## src/rtl/conv_rtm_rd_pkg.sv

```systemverilog
// conv_rtm_rd_pkg: shared sizes and types for the conv RTM reader.
//   NumBanks  - RTM banks read in parallel (`S)
//   RowBytes  - bytes per bank row (`R)
//   RtmDepth  - rows per bank (`RTM_DEPTH)
// The size macros take their defaults here when no include has set them.
// Optional feature macro: CONV_RTM_RD_STALL_CNT_EN (adds the stall_cnt port on conv_rtm_rd).
`ifndef S
`define S 4
`endif
`ifndef R
`define R 4
`endif
`ifndef RTM_DEPTH
`define RTM_DEPTH 64
`endif

package conv_rtm_rd_pkg;

  localparam int unsigned NumBanks = `S;
  localparam int unsigned RowBytes = `R;
  localparam int unsigned RtmDepth = `RTM_DEPTH;
  localparam int unsigned AddrW    = $clog2(RtmDepth);
  localparam int unsigned BankW    = RowBytes * 8;
  localparam int unsigned DataW    = NumBanks * BankW;

  typedef enum logic [1:0] {
    StIdle,
    StRun,
    StDrain
  } state_e;

  // Travels alongside a RAM read so the returned row can be tagged on arrival.
  typedef struct packed {
    logic vld;
    logic mask;
    logic last;
  } tag_t;

endpackage

```

## src/rtl/conv_rtm_rd_buf.sv

```systemverilog
// conv_rtm_rd_buf: synchronous output FIFO of the RTM reader; the head entry drives the beat.
//   clk     in  clock
//   rstn    in  synchronous active-low reset, empties and zeroes the storage
//   wr_en   in  push wr_data (never asserted when full: the reader's credit forbids it)
//   wr_data in  Width  entry to push
//   rd_en   in  pop the head when not empty
//   head    out Width  current head entry
//   vld     out FIFO not empty
// A push into an empty FIFO becomes visible at the head on the next cycle (no bypass).
module conv_rtm_rd_buf #(
  parameter int unsigned Depth = 8,
  parameter int unsigned Width = 8
) (
  input  logic             clk,
  input  logic             rstn,
  input  logic             wr_en,
  input  logic [Width-1:0] wr_data,
  input  logic             rd_en,
  output logic [Width-1:0] head,
  output logic             vld
);

  localparam int unsigned PtrW = $clog2(Depth);
  localparam logic [PtrW-1:0] PtrOne = 1;
  localparam logic [PtrW:0]   CntOne = 1;

  logic [Width-1:0] mem_q [Depth];
  logic [PtrW-1:0]  wr_ptr_q, rd_ptr_q;
  logic [PtrW:0]    cnt_q;
  logic             do_rd;

  assign vld   = (cnt_q != '0);
  assign do_rd = rd_en && vld;
  assign head  = mem_q[rd_ptr_q];

  always_ff @(posedge clk) begin
    if (!rstn) begin
      for (int unsigned i = 0; i < Depth; i++) begin
        mem_q[i] <= '0;
      end
      wr_ptr_q <= '0;
      rd_ptr_q <= '0;
      cnt_q    <= '0;
    end else begin
      if (wr_en) begin
        mem_q[wr_ptr_q] <= wr_data;
        wr_ptr_q        <= wr_ptr_q + PtrOne;
      end
      if (do_rd) begin
        rd_ptr_q <= rd_ptr_q + PtrOne;
      end
      unique case ({wr_en, do_rd})
        2'b10:   cnt_q <= cnt_q + CntOne;
        2'b01:   cnt_q <= cnt_q - CntOne;
        default: cnt_q <= cnt_q;
      endcase
    end
  end

endmodule

```

## src/rtl/shift_reg.sv

```systemverilog
// shift_reg: fixed-length delay line with synchronous active-low flush.
//   clk  in  clock
//   rstn in  synchronous active-low reset, clears every stage
//   din  in  Width  value entering the line
//   dout out Width  din delayed by Depth cycles
module shift_reg #(
  parameter int unsigned Depth = 1,
  parameter int unsigned Width = 1
) (
  input  logic             clk,
  input  logic             rstn,
  input  logic [Width-1:0] din,
  output logic [Width-1:0] dout
);

  logic [Width-1:0] stage_q [Depth];

  always_ff @(posedge clk) begin
    if (!rstn) begin
      for (int unsigned i = 0; i < Depth; i++) begin
        stage_q[i] <= '0;
      end
    end else begin
      stage_q[0] <= din;
      for (int unsigned i = 1; i < Depth; i++) begin
        stage_q[i] <= stage_q[i-1];
      end
    end
  end

  assign dout = stage_q[Depth-1];

endmodule

```

## src/rtl/conv_rtm_rd.sv

```systemverilog
// conv_rtm_rd: descriptor-driven RTM reader for the conv datapath.
// Pops {addr,mask,last} descriptors from a FWFT FIFO, broadcasts one read per descriptor to all
// banks, tags the returned row and streams it to the consumer over valid/ready. Masked
// descriptors skip the RAM and produce an all-zero beat. One done_pulse per job.
//   clk, rstn            clock, synchronous active-low reset
//   start_pulse          begin a job (ignored unless idle)
//   done_pulse           one cycle after the last beat of a job is accepted
//   desc_fifo_*          FWFT descriptor FIFO (rd_en combinational)
//   rtm_rd_en/rtm_rd_addr registered per-bank read request, all lanes share the address
//   rtm_dout             bank data, valid RD_LAT cycles after rtm_rd_en
//   out_data/last/vld/rdy beat stream
//   stall_cnt            only when CONV_RTM_RD_STALL_CNT_EN is defined
module conv_rtm_rd
  import conv_rtm_rd_pkg::*;
#(
  parameter int unsigned RD_LAT    = 2,
  parameter int unsigned BUF_DEPTH = 8
) (
  input  logic                      clk,
  input  logic                      rstn,
  input  logic                      start_pulse,
  output logic                      done_pulse,
  output logic                      desc_fifo_rd_en,
  input  logic                      desc_fifo_empty,
  input  logic [AddrW-1:0]          desc_fifo_dout_addr,
  input  logic                      desc_fifo_dout_mask,
  input  logic                      desc_fifo_dout_last,
  output logic [NumBanks-1:0]       rtm_rd_en,
  output logic [NumBanks*AddrW-1:0] rtm_rd_addr,
  input  logic [DataW-1:0]          rtm_dout,
  output logic [DataW-1:0]          out_data,
  output logic                      out_last,
  output logic                      out_vld,
  input  logic                      out_rdy
`ifdef CONV_RTM_RD_STALL_CNT_EN
  ,
  output logic [31:0]               stall_cnt
`endif
);

  localparam int unsigned CredW = $clog2(BUF_DEPTH + 1);
  localparam logic [CredW-1:0] CredMax = CredW'(BUF_DEPTH);
  localparam logic [CredW-1:0] CredOne = 1;

  state_e                    state_q, state_d;
  logic [CredW-1:0]          credit_q, credit_d;
  logic                      done_q, done_d;
  logic [NumBanks-1:0]       rd_en_q, rd_en_d;
  logic [NumBanks*AddrW-1:0] rd_addr_q, rd_addr_d;
  logic                      pop, out_hs;
  tag_t                      tag_in, tag_out;
  logic [DataW:0]            buf_wr_data, buf_head;

  // Credit bounds the beats in flight plus buffered, so the buffer never overflows and the RAM
  // return path needs no backpressure.
  assign pop    = (state_q == StRun) && !desc_fifo_empty && (credit_q < CredMax);
  assign out_hs = out_vld && out_rdy;

  assign desc_fifo_rd_en = pop;
  assign rtm_rd_en       = rd_en_q;
  assign rtm_rd_addr     = rd_addr_q;
  assign done_pulse      = done_q;

  always_comb begin
    state_d = state_q;
    unique case (state_q)
      StIdle:  if (start_pulse) state_d = StRun;
      StRun:   if (pop && desc_fifo_dout_last) state_d = StDrain;
      StDrain: if (out_hs && out_last) state_d = StIdle;
      default: state_d = StIdle;
    endcase
  end

  always_comb begin
    done_d    = (state_q == StDrain) && out_hs && out_last;
    rd_en_d   = pop ? {NumBanks{~desc_fifo_dout_mask}} : '0;
    rd_addr_d = pop ? {NumBanks{desc_fifo_dout_addr}} : rd_addr_q;
    unique case ({pop, out_hs})
      2'b10:   credit_d = credit_q + CredOne;
      2'b01:   credit_d = credit_q - CredOne;
      default: credit_d = credit_q;
    endcase
  end

  always_ff @(posedge clk) begin
    if (!rstn) begin
      state_q   <= StIdle;
      credit_q  <= '0;
      done_q    <= 1'b0;
      rd_en_q   <= '0;
      rd_addr_q <= '0;
    end else begin
      state_q   <= state_d;
      credit_q  <= credit_d;
      done_q    <= done_d;
      rd_en_q   <= rd_en_d;
      rd_addr_q <= rd_addr_d;
    end
  end

  // One cycle for the registered request plus RD_LAT for the RAM lines the tag up with rtm_dout.
  assign tag_in = '{vld: pop, mask: desc_fifo_dout_mask, last: desc_fifo_dout_last};

  shift_reg #(
    .Depth(RD_LAT + 1),
    .Width(3)
  ) u_tag_pipe (
    .clk  (clk),
    .rstn (rstn),
    .din  (tag_in),
    .dout (tag_out)
  );

  assign buf_wr_data = {tag_out.last, tag_out.mask ? {DataW{1'b0}} : rtm_dout};

  conv_rtm_rd_buf #(
    .Depth(BUF_DEPTH),
    .Width(DataW + 1)
  ) u_buf (
    .clk     (clk),
    .rstn    (rstn),
    .wr_en   (tag_out.vld),
    .wr_data (buf_wr_data),
    .rd_en   (out_rdy),
    .head    (buf_head),
    .vld     (out_vld)
  );

  assign out_last = buf_head[DataW];
  assign out_data = buf_head[DataW-1:0];

`ifdef CONV_RTM_RD_STALL_CNT_EN
  logic [31:0] stall_q;

  always_ff @(posedge clk) begin
    if (!rstn) begin
      stall_q <= '0;
    end else if ((state_q == StIdle) && start_pulse) begin
      stall_q <= '0;
    end else if ((state_q != StIdle) && out_vld && !out_rdy && (stall_q != '1)) begin
      stall_q <= stall_q + 32'd1;
    end
  end

  assign stall_cnt = stall_q;
`endif

endmodule
```

## config.mk

```make
export PLATFORM = sky130hd
export DESIGN_NAME = conv_rtm_rd
export DESIGN_NICKNAME = d
export VERILOG_FILES = /design/src/rtl/conv_rtm_rd_pkg.sv /design/src/rtl/conv_rtm_rd_buf.sv /design/src/rtl/shift_reg.sv /design/src/rtl/conv_rtm_rd.sv
export SDC_FILE = /design/constraint.sdc
export NUM_CORES = 1
export LEC_CHECK = 0
export BUFFER_PORTS_ARGS = -buffer_cell sky130_fd_sc_hd__buf_2
export CAP_MARGIN = 10
export CORE_ASPECT_RATIO = 1.5
export CORE_UTILIZATION = 30
export CTS_BUF_LIST = sky130_fd_sc_hd__clkbuf_8 sky130_fd_sc_hd__clkbuf_16
export DETAILED_ROUTE_END_ITERATION = 8
export SETUP_SLACK_MARGIN = 0.3
export SLEW_MARGIN = 20
export SYNTH_ARGS = -nofsm -noshare
export SYNTH_HDL_FRONTEND = slang
export SYNTH_SLANG_ARGS = --single-unit
export TNS_END_PERCENT = 20
```

## constraint.sdc

```tcl
create_clock -name clk -period 4.55 [get_ports clk]
set_input_delay 0.455 -clock clk [delete_from_list [all_inputs] [get_ports clk]]
set_output_delay 0.455 -clock clk [all_outputs]
set_load 0.01 [all_outputs]
```

==> summary.md <==
| Metric | Value |
|---|---|
| Clk pwr share | 40.9% |
| Rel. slew slack | a little over a fifth |
| Row count | 177 |
| Seq/Total Area, Yosys | slightly below 70% |
| I/O Buffers | 300 |
| DRC | 0 |
| Initial DRT Pass Iterations | 6 |
| Post-synthesis instance total | between 3000 and 4000 |
| Unrepaired setup endpoints after global routing | no |
| Synth cell types | 41 |
| Core Box Area | 155000 µm² |
| Yosys warns | 0 |
| GPL Wtd Cong | 0.701 |
| Die ar. | between 150000 and 200000 µm² |
| Worst r2r path cells | 5 |
| Fin Hold WS | 128 ps |
| Largest net degree at the start of global routing | 130 |
| Routed WL | 127000 µm |
| Worst setup SP type | flip-flop |
| First-pass GRT wire length | between 150000 and 200000 µm |
| Vias/cell | between 4 and 5 |
| Wire per inst | 23.5 µm |
| Fin crit share | roughly four fifths |
| Setup slack after layout | around 920 ps |
| Post-Syn Nets | ~3200 |
| Worst VDD drop | 0.000295 V |
| Max Clock Freq | 275 MHz |
| Clk_lat worst skew | 710 ps |
| DRT iter0 DRCs | between 2000 and 2500 |
| Slew Viols, Final | 0 |
| Syn Area/Cell | 15.1 µm² |
| PD cells | 388 nW/µm² |
| Switch Pwr | 0.00464 W |
| Clock slew at reported path FFs | 60 ps |
| Crit path kind | reg2out |
| Logic pwr share | 5.6% |
| Pre-CTS setup slack | 1050 ps |
| Placed cells | 5177 |
| Vias | between 20000 and 30000 |
| Gr usage total | 15.9% |
| Synthesis-to-layout area growth | 14.8% |
| Clock sink count | about 1100 |
| R2R setup slack | about 1600 ps |
| Clock Root Buffer | clkbuf_16 |
| WP data required | 4090 ps |
| ANT nets after route | 0 |
| Fillers | between 10000 and 15000 |
| WHS Path Cells | 4 |
| Clock Path Buffers | 3 |
| Initial core utilization | 30.2% |
| P_leak | 19.4 nW |
| CTS H-tree lvls | 3 |
| Nets@finish | between 3000 and 4000 |
| Total CTS buffers | 103 |
| Synth Cell Area | approximately 47000 µm² |
| I/O Pins | 301 |
| Period minus WS final | ~3600 ps |
| Post-DP HPWL | 68300 µm |
| Non-Filler Instances | roughly 5400 |
| Outcome | finished, final reports clean |
| Antenna violations before repair | 6 |
| Sequential Power Share | between 50% and 60% |
| Final setup violation count | 0 |
| Gr ovfl total | 0 |
| FF+latch count, synth | 1068 |
| Hold Path Class | in2reg |
| Max cap viols | 0 |
| Worst-path fanout max | 27 |
| Die width | roughly 320 µm |
| Post-cts resize count | 0 |
| CTS tree | done |
| Layout cells sized above 1 | 24.0% |
| CP Data Arrival Time | 3180 ps |
| Final Hold Viols | 0 |
| Switch share | 22.2% |
| Worst setup EP type | primary output |
| Internal cell power | 0.0162 W |
| Vias in the first global route | 27636 |
| Die H | 486 µm |
| Fin Clk Skew | approximately 41 ps |
| Worst-margin pin slew | 1180 ps |
-- through the flow --
| step | power, W | utilization [%] | setup TNS (ps) | cell area, µm² |
|---|---|---|---|---|
| 2_1_floorplan | 0.0121 | - | -636 | 46800 |
| 3_3_place_gp | 0.0125 | 32.5 | 0 | 50300 |
| 3_5_place_dp | 0.0126 | 32.5 | 0 | 50300 |
| 4_1_cts | 0.0211 | 34.7 | 0 | 53700 |
| 5_1_grt | 0.0215 | 34.7 | 0 | 53700 |
| 6_report | 0.0209 | 34.7 | 0 | 53700 |
-- timing repair --
item	CTS	global route
endpoints found under the hold margin	10	0
hold buffers	9	0
setup buffers	0	0
-- layer usage --
layer	up-vias	global-route usage, %	part of all wire, %
li1	11507	-	-
met2	865	27.3	50
met1	13692	20.7	42
met5	-	0	0.017
met4	4	3.93	1.7
met3	141	2.84	6.0
-- power by group through the flow --
stage                     Combinational (W)  Sequential (W)  Clock, W
after floorplan                    0.000721          0.0114         0
after global placement              0.00119          0.0114         0
after detailed placement            0.00120          0.0114         0
after CTS                           0.00121          0.0112   0.00874
after global routing                0.00127          0.0112   0.00907
final                               0.00118          0.0112   0.00854
-- logic make-up after synthesis --
family	after synthesis	synth area share, %
compound gates	16	0.206
xor+xnor	10	0.187
fa+ha+maj	8	0.214
buf+inv	363	3.96
flops	1068	67.7
mux	400	16.9
simple gates	1233	10.8
-- worst max-delay path, cell delays in order (launching register included) --
cell and delay (ps):
dfxtp_4 740, buf_12 260, buf_4 350, mux4_1 630
mux2_2 290, buf_2 150
-- flip-flops by register name (all words and copies together), names as in the netlist, named ones only --
name,flops
state_q,2
u_buf.mem_q,1032
rtm_rd_addr,6
u_tag_pipe.stage_q,9
u_buf.cnt_q,4
u_buf.rd_ptr_q,3
u_buf.wr_ptr_q,3
done_pulse,1
credit_q,4
rtm_rd_en,1
-- cell usage after synthesis (all sizes together) --
cell	count	area share, %
nor4b	3	0.056
nand4	1	0.013
nor3b	1	0.016
o21ai	5	0.053
nor2b	1	0.013
a21oi	6	0.064
edfxtp	1032	66
nand3	6	0.064
a31oi	1	0.013
nor4bb	1	0.021
or3	3	0.040
nand2b	130	1.7
and2	9	0.12
xnor2	3	0.056
nand2	18	0.14
o41a	1	0.024
clkbuf	223	2.1
or4	1	0.016
xor2	7	0.13
o21a	1	0.016
nor2	1054	8.5
buf	135	1.8
inv	5	0.040
dfxtp	36	1.5
mux2	132	3.2
a21o	1	0.016
a211o	1	0.019
or2	1	0.013
nor4	1	0.013
mux4	257	14
nor3	3	0.032
mux2i	11	0.24
ha	8	0.21
-- cells in the final DEF, fill, tap and decap left out, types with 3 or more instances in the layout --
cell,count
dfxtp_4,4
buf_4,39
clkinv_1,18
xor2_1,7
clkinv_4,5
inv_6,7
nand3_4,3
dlygate4sd3_1,9
and2_1,9
xnor2_1,3
clkinv_2,17
nand2_1,7
ha_1,8
nand3_1,3
buf_2,300
nor3_1,3
mux4_1,146
mux4_2,111
bufinv_16,9
diode_2,3
inv_1,25
o21ai_0,5
dfxtp_1,32
mux2_2,132
clkbuf_16,104
nand2_4,9
nor2_1,1054
buf_12,40
edfxtp_1,1032
clkinvlp_4,3
a21oi_1,6
mux2i_1,11
nand2b_1,130
-- worst paths after layout --
| check | startpoint | end |
|---|---|---|
| setup / recovery | flip-flop | out_data[0] |
| hold / removal | desc_fifo_empty | rtm_rd_en[0]$_SDFF_PN0_ |
| setup reg to reg | u_tag_pipe.stage_q[0][8]$_SDFF_PN0_ | u_buf.mem_q[1][51]$_SDFFCE_PN0P_ |
| hold reg to reg | u_tag_pipe.stage_q[0][1]$_SDFF_PN0_ | u_tag_pipe.stage_q[0][4]$_SDFF_PN0_ |
-- cell type report --
| class | instances | area [µm²] | share of cell area [%] |
|---|---|---|---|
| diodes | 3 | 7.51 | 0.0140 |
| well taps | 2058 | 2570 | 4.79 |
| clock inverters | 84 | 704 | 1.31 |
| repair buffers | 388 | 2690 | 5.00 |
| multi-input cells | 1667 | 13400 | 24.9 |
| clock buffers | 106 | 2630 | 4.89 |
| inverters | 5 | 18.8 | 0.0349 |
| flip-flops and latches | 1068 | 31700 | 59.0 |
No activity file was read; power rests on OpenSTA's default activity.
